**config.mk**
```make
export PLATFORM = sky130hd
export DESIGN_NAME = jamma_joy_demux_flat
export DESIGN_NICKNAME = d
export VERILOG_FILES = /design/src/rtl/jamma_joy_demux_if.sv /design/src/rtl/jamma_joy_demux.sv /design/src/flat_wrapper.sv
export SDC_FILE = /design/constraint.sdc
export NUM_CORES = 1
export LEC_CHECK = 0
export BUFFER_PORTS_ARGS = -buffer_cell sky130_fd_sc_hd__buf_2
export CORE_MARGIN = 10
export CORE_UTILIZATION = 40
export CTS_CLUSTER_SIZE = 12
export DETAILED_ROUTE_END_ITERATION = 10
export PLACE_DENSITY = 0.61
export SLEW_MARGIN = 25
export SYNTH_ARGS = -nofsm -noshare
export SYNTH_HDL_FRONTEND = slang
export SYNTH_SLANG_ARGS = --single-unit
```
**constraint.sdc**
```tcl
create_clock -name pclk -period 4 [get_ports pclk]
set_input_delay 0.8 -clock pclk [delete_from_list [all_inputs] [get_ports pclk]]
set_output_delay 0.8 -clock pclk [all_outputs]
set_load 0.01 [all_outputs]
```
**src/rtl/jamma_joy_demux_if.sv**
```systemverilog
// Signal bundle between the JAMMA player-input front-end and its environment.
// The master drives the edge-connector side; the slave is the demultiplexer.
interface jamma_joy_demux_if;
  logic [7:0] JJOY;
  logic [1:0] JCOIN;
  logic [5:0] KBD_JOY;
  logic       JSELECT;
  logic [7:0] joystick1;
  logic [7:0] joystick2;
  logic [1:0] coin;
  logic       sample_strobe;

  modport master (
    output JJOY,
    output JCOIN,
    output KBD_JOY,
    input  JSELECT,
    input  joystick1,
    input  joystick2,
    input  coin,
    input  sample_strobe
  );

  modport slave (
    input  JJOY,
    input  JCOIN,
    input  KBD_JOY,
    output JSELECT,
    output joystick1,
    output joystick2,
    output coin,
    output sample_strobe
  );
endinterface

```
**src/rtl/jamma_joy_demux.sv**
```systemverilog
// JAMMA time-multiplexed joystick demux with per-bit debounce, keyboard merge and coin stretching.
// Define JOY_SOCD_EN to resolve opposing directions (up+down, left+right) on the final outputs.
module jamma_joy_demux #(
  parameter int SETTLE_CYCLES  = 4,
  parameter int DEBOUNCE_CNT   = 3,
  parameter int COIN_PULSE_LEN = 16
) (
  input  logic                 pclk,
  input  logic                 reset_n,
  jamma_joy_demux_if.slave     bus
);

  typedef enum logic [1:0] {
    A_SETTLE = 2'd0,
    A_SAMPLE = 2'd1,
    B_SETTLE = 2'd2,
    B_SAMPLE = 2'd3
  } state_t;

  localparam logic [3:0] SETTLE_LAST = 4'(SETTLE_CYCLES - 1);
  localparam logic [2:0] DEB_LIMIT   = 3'(DEBOUNCE_CNT);
  localparam logic [7:0] COIN_LOAD   = 8'(COIN_PULSE_LEN);

  state_t          state_q, state_d;
  logic [3:0]      settle_cnt_q, settle_cnt_d;

  logic [7:0]      jjoy_s1_q, jjoy_s1_d;
  logic [7:0]      jjoy_s2_q, jjoy_s2_d;
  logic [1:0]      jcoin_s1_q, jcoin_s1_d;
  logic [1:0]      jcoin_s2_q, jcoin_s2_d;
  logic [1:0]      jcoin_prev_q, jcoin_prev_d;

  logic [7:0]      deb1_q, deb1_d;
  logic [7:0]      deb2_q, deb2_d;
  logic [7:0][2:0] deb_cnt1_q, deb_cnt1_d;
  logic [7:0][2:0] deb_cnt2_q, deb_cnt2_d;

  logic [1:0][7:0] coin_cnt_q, coin_cnt_d;
  logic            sample_strobe_q, sample_strobe_d;

  logic [7:0]      joy1_merged;

  // One debounce step for a single bit: returns {new_output, new_counter}.
  function automatic logic [3:0] debounce_step(input logic raw, input logic cur,
                                               input logic [2:0] cnt);
    logic [3:0] res;
    if (raw == cur) begin
      res = {cur, 3'd0};
    end else if (cnt + 3'd1 == DEB_LIMIT) begin
      res = {raw, 3'd0};
    end else begin
      res = {cur, cnt + 3'd1};
    end
    return res;
  endfunction

  function automatic logic [7:0] socd_resolve(input logic [7:0] joy);
    logic [7:0] res;
    res = joy;
`ifdef JOY_SOCD_EN
    if (!res[0] && !res[1]) res[1:0] = 2'b11;
    if (!res[2] && !res[3]) res[3:2] = 2'b11;
`endif
    return res;
  endfunction

  always_comb begin
    jjoy_s1_d    = bus.JJOY;
    jjoy_s2_d    = jjoy_s1_q;
    jcoin_s1_d   = bus.JCOIN;
    jcoin_s2_d   = jcoin_s1_q;
    jcoin_prev_d = jcoin_s2_q;
  end

  // Settle/sample sequencer; the settle counter restarts on every state change.
  always_comb begin
    state_d      = state_q;
    settle_cnt_d = '0;
    unique case (state_q)
      A_SETTLE: begin
        if (settle_cnt_q == SETTLE_LAST) begin
          state_d = A_SAMPLE;
        end else begin
          settle_cnt_d = settle_cnt_q + 4'd1;
        end
      end
      A_SAMPLE: state_d = B_SETTLE;
      B_SETTLE: begin
        if (settle_cnt_q == SETTLE_LAST) begin
          state_d = B_SAMPLE;
        end else begin
          settle_cnt_d = settle_cnt_q + 4'd1;
        end
      end
      B_SAMPLE: state_d = A_SETTLE;
      default:  state_d = A_SETTLE;
    endcase
  end

  always_comb begin
    sample_strobe_d = (state_q == A_SAMPLE) || (state_q == B_SAMPLE);
  end

  always_comb begin
    deb1_d     = deb1_q;
    deb2_d     = deb2_q;
    deb_cnt1_d = deb_cnt1_q;
    deb_cnt2_d = deb_cnt2_q;
    if (state_q == A_SAMPLE) begin
      for (int i = 0; i < 8; i++) begin
        {deb1_d[i], deb_cnt1_d[i]} = debounce_step(jjoy_s2_q[i], deb1_q[i], deb_cnt1_q[i]);
      end
    end
    if (state_q == B_SAMPLE) begin
      for (int i = 0; i < 8; i++) begin
        {deb2_d[i], deb_cnt2_d[i]} = debounce_step(jjoy_s2_q[i], deb2_q[i], deb_cnt2_q[i]);
      end
    end
  end

  // A pulse only starts from idle, so edges during an active pulse never retrigger it.
  always_comb begin
    coin_cnt_d = coin_cnt_q;
    for (int i = 0; i < 2; i++) begin
      if (coin_cnt_q[i] != 8'd0) begin
        coin_cnt_d[i] = coin_cnt_q[i] - 8'd1;
      end else if (jcoin_prev_q[i] && !jcoin_s2_q[i]) begin
        coin_cnt_d[i] = COIN_LOAD;
      end
    end
  end

  always_ff @(posedge pclk or negedge reset_n) begin
    if (!reset_n) begin
      state_q         <= A_SETTLE;
      settle_cnt_q    <= '0;
      jjoy_s1_q       <= 8'hFF;
      jjoy_s2_q       <= 8'hFF;
      jcoin_s1_q      <= 2'b11;
      jcoin_s2_q      <= 2'b11;
      jcoin_prev_q    <= 2'b11;
      deb1_q          <= 8'hFF;
      deb2_q          <= 8'hFF;
      deb_cnt1_q      <= '0;
      deb_cnt2_q      <= '0;
      coin_cnt_q      <= '0;
      sample_strobe_q <= 1'b0;
    end else begin
      state_q         <= state_d;
      settle_cnt_q    <= settle_cnt_d;
      jjoy_s1_q       <= jjoy_s1_d;
      jjoy_s2_q       <= jjoy_s2_d;
      jcoin_s1_q      <= jcoin_s1_d;
      jcoin_s2_q      <= jcoin_s2_d;
      jcoin_prev_q    <= jcoin_prev_d;
      deb1_q          <= deb1_d;
      deb2_q          <= deb2_d;
      deb_cnt1_q      <= deb_cnt1_d;
      deb_cnt2_q      <= deb_cnt2_d;
      coin_cnt_q      <= coin_cnt_d;
      sample_strobe_q <= sample_strobe_d;
    end
  end

  // Keyboard input is already synchronous and deliberately skips debounce.
  always_comb begin
    joy1_merged = {deb1_q[7:6], deb1_q[5:0] & bus.KBD_JOY};
  end

  assign bus.JSELECT       = (state_q == B_SETTLE) || (state_q == B_SAMPLE);
  assign bus.joystick1     = socd_resolve(joy1_merged);
  assign bus.joystick2     = socd_resolve(deb2_q);
  assign bus.coin          = {coin_cnt_q[1] == 8'd0, coin_cnt_q[0] == 8'd0};
  assign bus.sample_strobe = sample_strobe_q;

endmodule

```
**src/flat_wrapper.sv**
```systemverilog
// flat-port wrapper written by rule: the top's interface ports become plain ports
module jamma_joy_demux_flat 
#(
  parameter int SETTLE_CYCLES  = 4,
  parameter int DEBOUNCE_CNT   = 3,
  parameter int COIN_PULSE_LEN = 16
)
  (pclk, reset_n, bus_JJOY, bus_JCOIN, bus_KBD_JOY, bus_JSELECT, bus_joystick1, bus_joystick2, bus_coin, bus_sample_strobe);
  jamma_joy_demux_if bus_i ();
  input  logic pclk;
  input  logic reset_n;
  input wire logic [$bits(bus_i.JJOY)-1:0] bus_JJOY;
  input wire logic [$bits(bus_i.JCOIN)-1:0] bus_JCOIN;
  input wire logic [$bits(bus_i.KBD_JOY)-1:0] bus_KBD_JOY;
  output wire logic [$bits(bus_i.JSELECT)-1:0] bus_JSELECT;
  output wire logic [$bits(bus_i.joystick1)-1:0] bus_joystick1;
  output wire logic [$bits(bus_i.joystick2)-1:0] bus_joystick2;
  output wire logic [$bits(bus_i.coin)-1:0] bus_coin;
  output wire logic [$bits(bus_i.sample_strobe)-1:0] bus_sample_strobe;
  assign bus_i.JJOY = bus_JJOY;
  assign bus_i.JCOIN = bus_JCOIN;
  assign bus_i.KBD_JOY = bus_KBD_JOY;
  assign bus_JSELECT = bus_i.JSELECT;
  assign bus_joystick1 = bus_i.joystick1;
  assign bus_joystick2 = bus_i.joystick2;
  assign bus_coin = bus_i.coin;
  assign bus_sample_strobe = bus_i.sample_strobe;
  jamma_joy_demux #(.SETTLE_CYCLES(SETTLE_CYCLES), .DEBOUNCE_CNT(DEBOUNCE_CNT), .COIN_PULSE_LEN(COIN_PULSE_LEN)) u_core (.pclk(pclk), .reset_n(reset_n), .bus(bus_i));
endmodule
```
==> metrics.yaml <==
path_cells: "inv_1 -> ha_1 -> or4b_1 -> nor2_1 -> buf_2"
grtUsageTotal: 0.106
cts_tree: "built"
peakVddDrop_v: 0.000324
critPathMaxFanout: 5
drt_iter0_drc: 106
hold_viol: 0
path_delay_family: "simple AND/OR/NAND/NOR gates"
drtPass1Iterations: 6
synth.top_cells.by_area: "dfrtp_1, dfstp_2, ha_1, inv_1, xor2_1"
hp-class: "in -> async"
fmaxAchievable_mhz: 348
ff2ff_path_depth: 5
synth_nets: 531
slowest_delay_ns: 0.50
fin_crit_sh: 0.717
synth_cell_types: 35
io_pins: 38
ys_ff_latch: 109
clockRootBuffer: "clkbuf_16"
ctsHoldBuffers: 0
synth_area_um2: 5400
cts_sinks: 109
netlist.area_leader.share: 0.329
nFillCells: 1268
pre_cts_ws_ns: 1.49
gp_congestion: 0.751
viasPerCell: 4.95
wire_per_inst_um: 13.1
worst_slew_pin_slew_ns: 0.469
grt_pass1_vias: 3483
grt_max_degree: 89
cts_resized: 0
core-area_um2: 13200
grt_antenna_before_repair: 0
dieArea_um2: 18500
die_y_um: 136
r2r-end: "u_core.coin_cnt_q[1]$_DFFE_PN0P_"
insertion_delay_ns: 0.35
post-cts-setup-buffers: 0
rows: 42
period_minus_slack_ns: 2.87
grt_overflow: 0
synth_area_per_cell_um2: 11.4
cts.path.max_buffers: 2
cp.arrival_ns: 2.07
vias: 3432
synth_seq_area_share: 0.514
timing.hold.ws_ns: 0.323
regToRegSetupSlack_ns: 2.17
diodes: 0
total_leakage_power_uw: 0.00281
grt_pass1_wl_mm: 16.0
syn-instance-count: 474
cp_slowest_cell: "or4b_1"
synthTopCellsByCount: "dfrtp_1, inv_1, ha_1"
critPathKind: "reg -> out"
critPathBufInv: 2
portBuffers: 37
power.density_nw_per_um2: 468
hpwl_mm: 6.44
fin_tns_setup_ns: 0
rsz0062_at_grt: "no"
htreeDepth: 3
maxCapViolations: 0
dieWidth_um: 136
ant_nets: 0
multi_input_area_um2: 2340
nets: 570
synthMostInstantiatedCell: "dfrtp_1"
clk_pin_slew_worst_paths_ns: 0.07
initial_utilization: 0.408
fin_skew_ns: 0.00703
drc: 0
async_flop_share: 1.00
setup_violations: 0
r2r_start: "u_core.coin_cnt_q[0]$_DFFE_PN0P_"
cp-start-kind: "register"
synth_edf_count: 0
wl_mm: 9.11
max_slew_margin: 0.687
synthFlopType: "dfrtp_1"
layout-drive-gt1-share: 0.230
crit_required_ns: 3.20
seqCellArea_um2: 2780
cts_buffers: 9
endpoint_kind: "output pin"
status: "finished clean"
yosysWarnings: 0
synth_largest_area_cell: "dfrtp_1"
finalPower_uw: 2850
drv_slew: 0
area_growth_pct: 12.7
layout_setup_ws_ns: 1.13
cells by family (layout without fill, tap and decap cells):
group	count (synthesis)	in the layout	share of synthesized area
AO/OA/AOI/OAI	71	71	0.0911
XOR/XNOR	35	35	0.0568
adder cells (fa/ha/maj)	39	39	0.0904
buffers and inverters	74	118	0.0529
flip-flops	109	109	0.514
multiplexers	39	39	0.0767
AND/OR/NAND/NOR	107	107	0.118
metal layers:
metal / vias up / part of all wire / track usage
met2: 44 / 0.48 / 0.177
met5: - / 0 / 0
met3: 8 / 0.055 / 0.0432
met4: 0 / 0.012 / 0.0284
met1: 1698 / 0.45 / 0.123
li1: 1682 / - / -
layout by cell type, fill, tap and decap left out, types with 2 or more instances in the layout:
cell,n
nand2_1,15
o31ai_1,9
or2_2,4
o2bb2ai_1,8
buf_4,3
ha_1,39
mux2i_1,20
or4b_1,3
o32ai_1,8
nand3b_1,8
nor2_1,9
a21oi_1,3
nor4_1,2
xor2_1,26
dfstp_2,38
a21boi_0,8
nor2b_1,3
inv_1,62
and2_1,14
o211ai_1,8
mux2_2,19
xnor2_1,9
o21ai_0,17
nand3_1,17
nor3b_1,9
o22ai_1,9
nand2b_1,16
buf_2,36
or3_1,4
clkbuf_8,3
dfrtp_1,71
clkbuf_16,9
through the flow:
stage	std cells	utilization	cell area, um2
finish	694	0.459	6080
floorplan	474	-	5400
global route	694	0.459	6080
detailed placement	678	0.437	5790
global placement	678	0.437	5790
CTS	694	0.459	6080
worst max-delay path by stage:
stage	start	endpoint	slack (ns)	depth (start not counted)
2_1_floorplan	u_core.coin_cnt_q[0]$_DFFE_PN0P_	bus_coin[0]	1.74	4
3_3_place_gp	u_core.coin_cnt_q[0]$_DFFE_PN0P_	bus_coin[0]	1.51	5
3_5_place_dp	u_core.coin_cnt_q[0]$_DFFE_PN0P_	bus_coin[0]	1.49	5
4_1_cts	u_core.coin_cnt_q[0]$_DFFE_PN0P_	bus_coin[0]	1.10	5
5_1_grt	u_core.coin_cnt_q[0]$_DFFE_PN0P_	bus_coin[0]	0.98	5
6_report	u_core.coin_cnt_q[0]$_DFFE_PN0P_	bus_coin[0]	1.13	5
layout make-up:
cell class,count,share of cell area
clock buffers,12,0.0438
multi-input cells,291,0.384
repair buffers,40,0.0366
inverters,62,0.0382
flip-flops and latches,109,0.456
clock inverters,4,0.00494
well taps,176,0.0362
flip-flops by register name (all words and copies together), names as in the netlist:
register,cells
u_core.bus.joystick2,8
u_core.bus.sample_strobe,1
u_core.coin_cnt_q,16
u_core.deb1_q,8
u_core.deb_cnt1_q,24
u_core.deb_cnt2_q,24
u_core.jcoin_prev_d,2
u_core.jcoin_prev_q,2
u_core.jcoin_s1_q,2
u_core.jjoy_s1_q,8
u_core.jjoy_s2_q,8
u_core.settle_cnt_q,4
u_core.state_q,2
power breakdown:
group | total, uW | switching, uW | internal, uW
Clock | 874 | 398 | 476
Combinational | 547 | 289 | 258
Sequential | 1430 | 142 | 1290
Power figures use the tool's default switching activity.
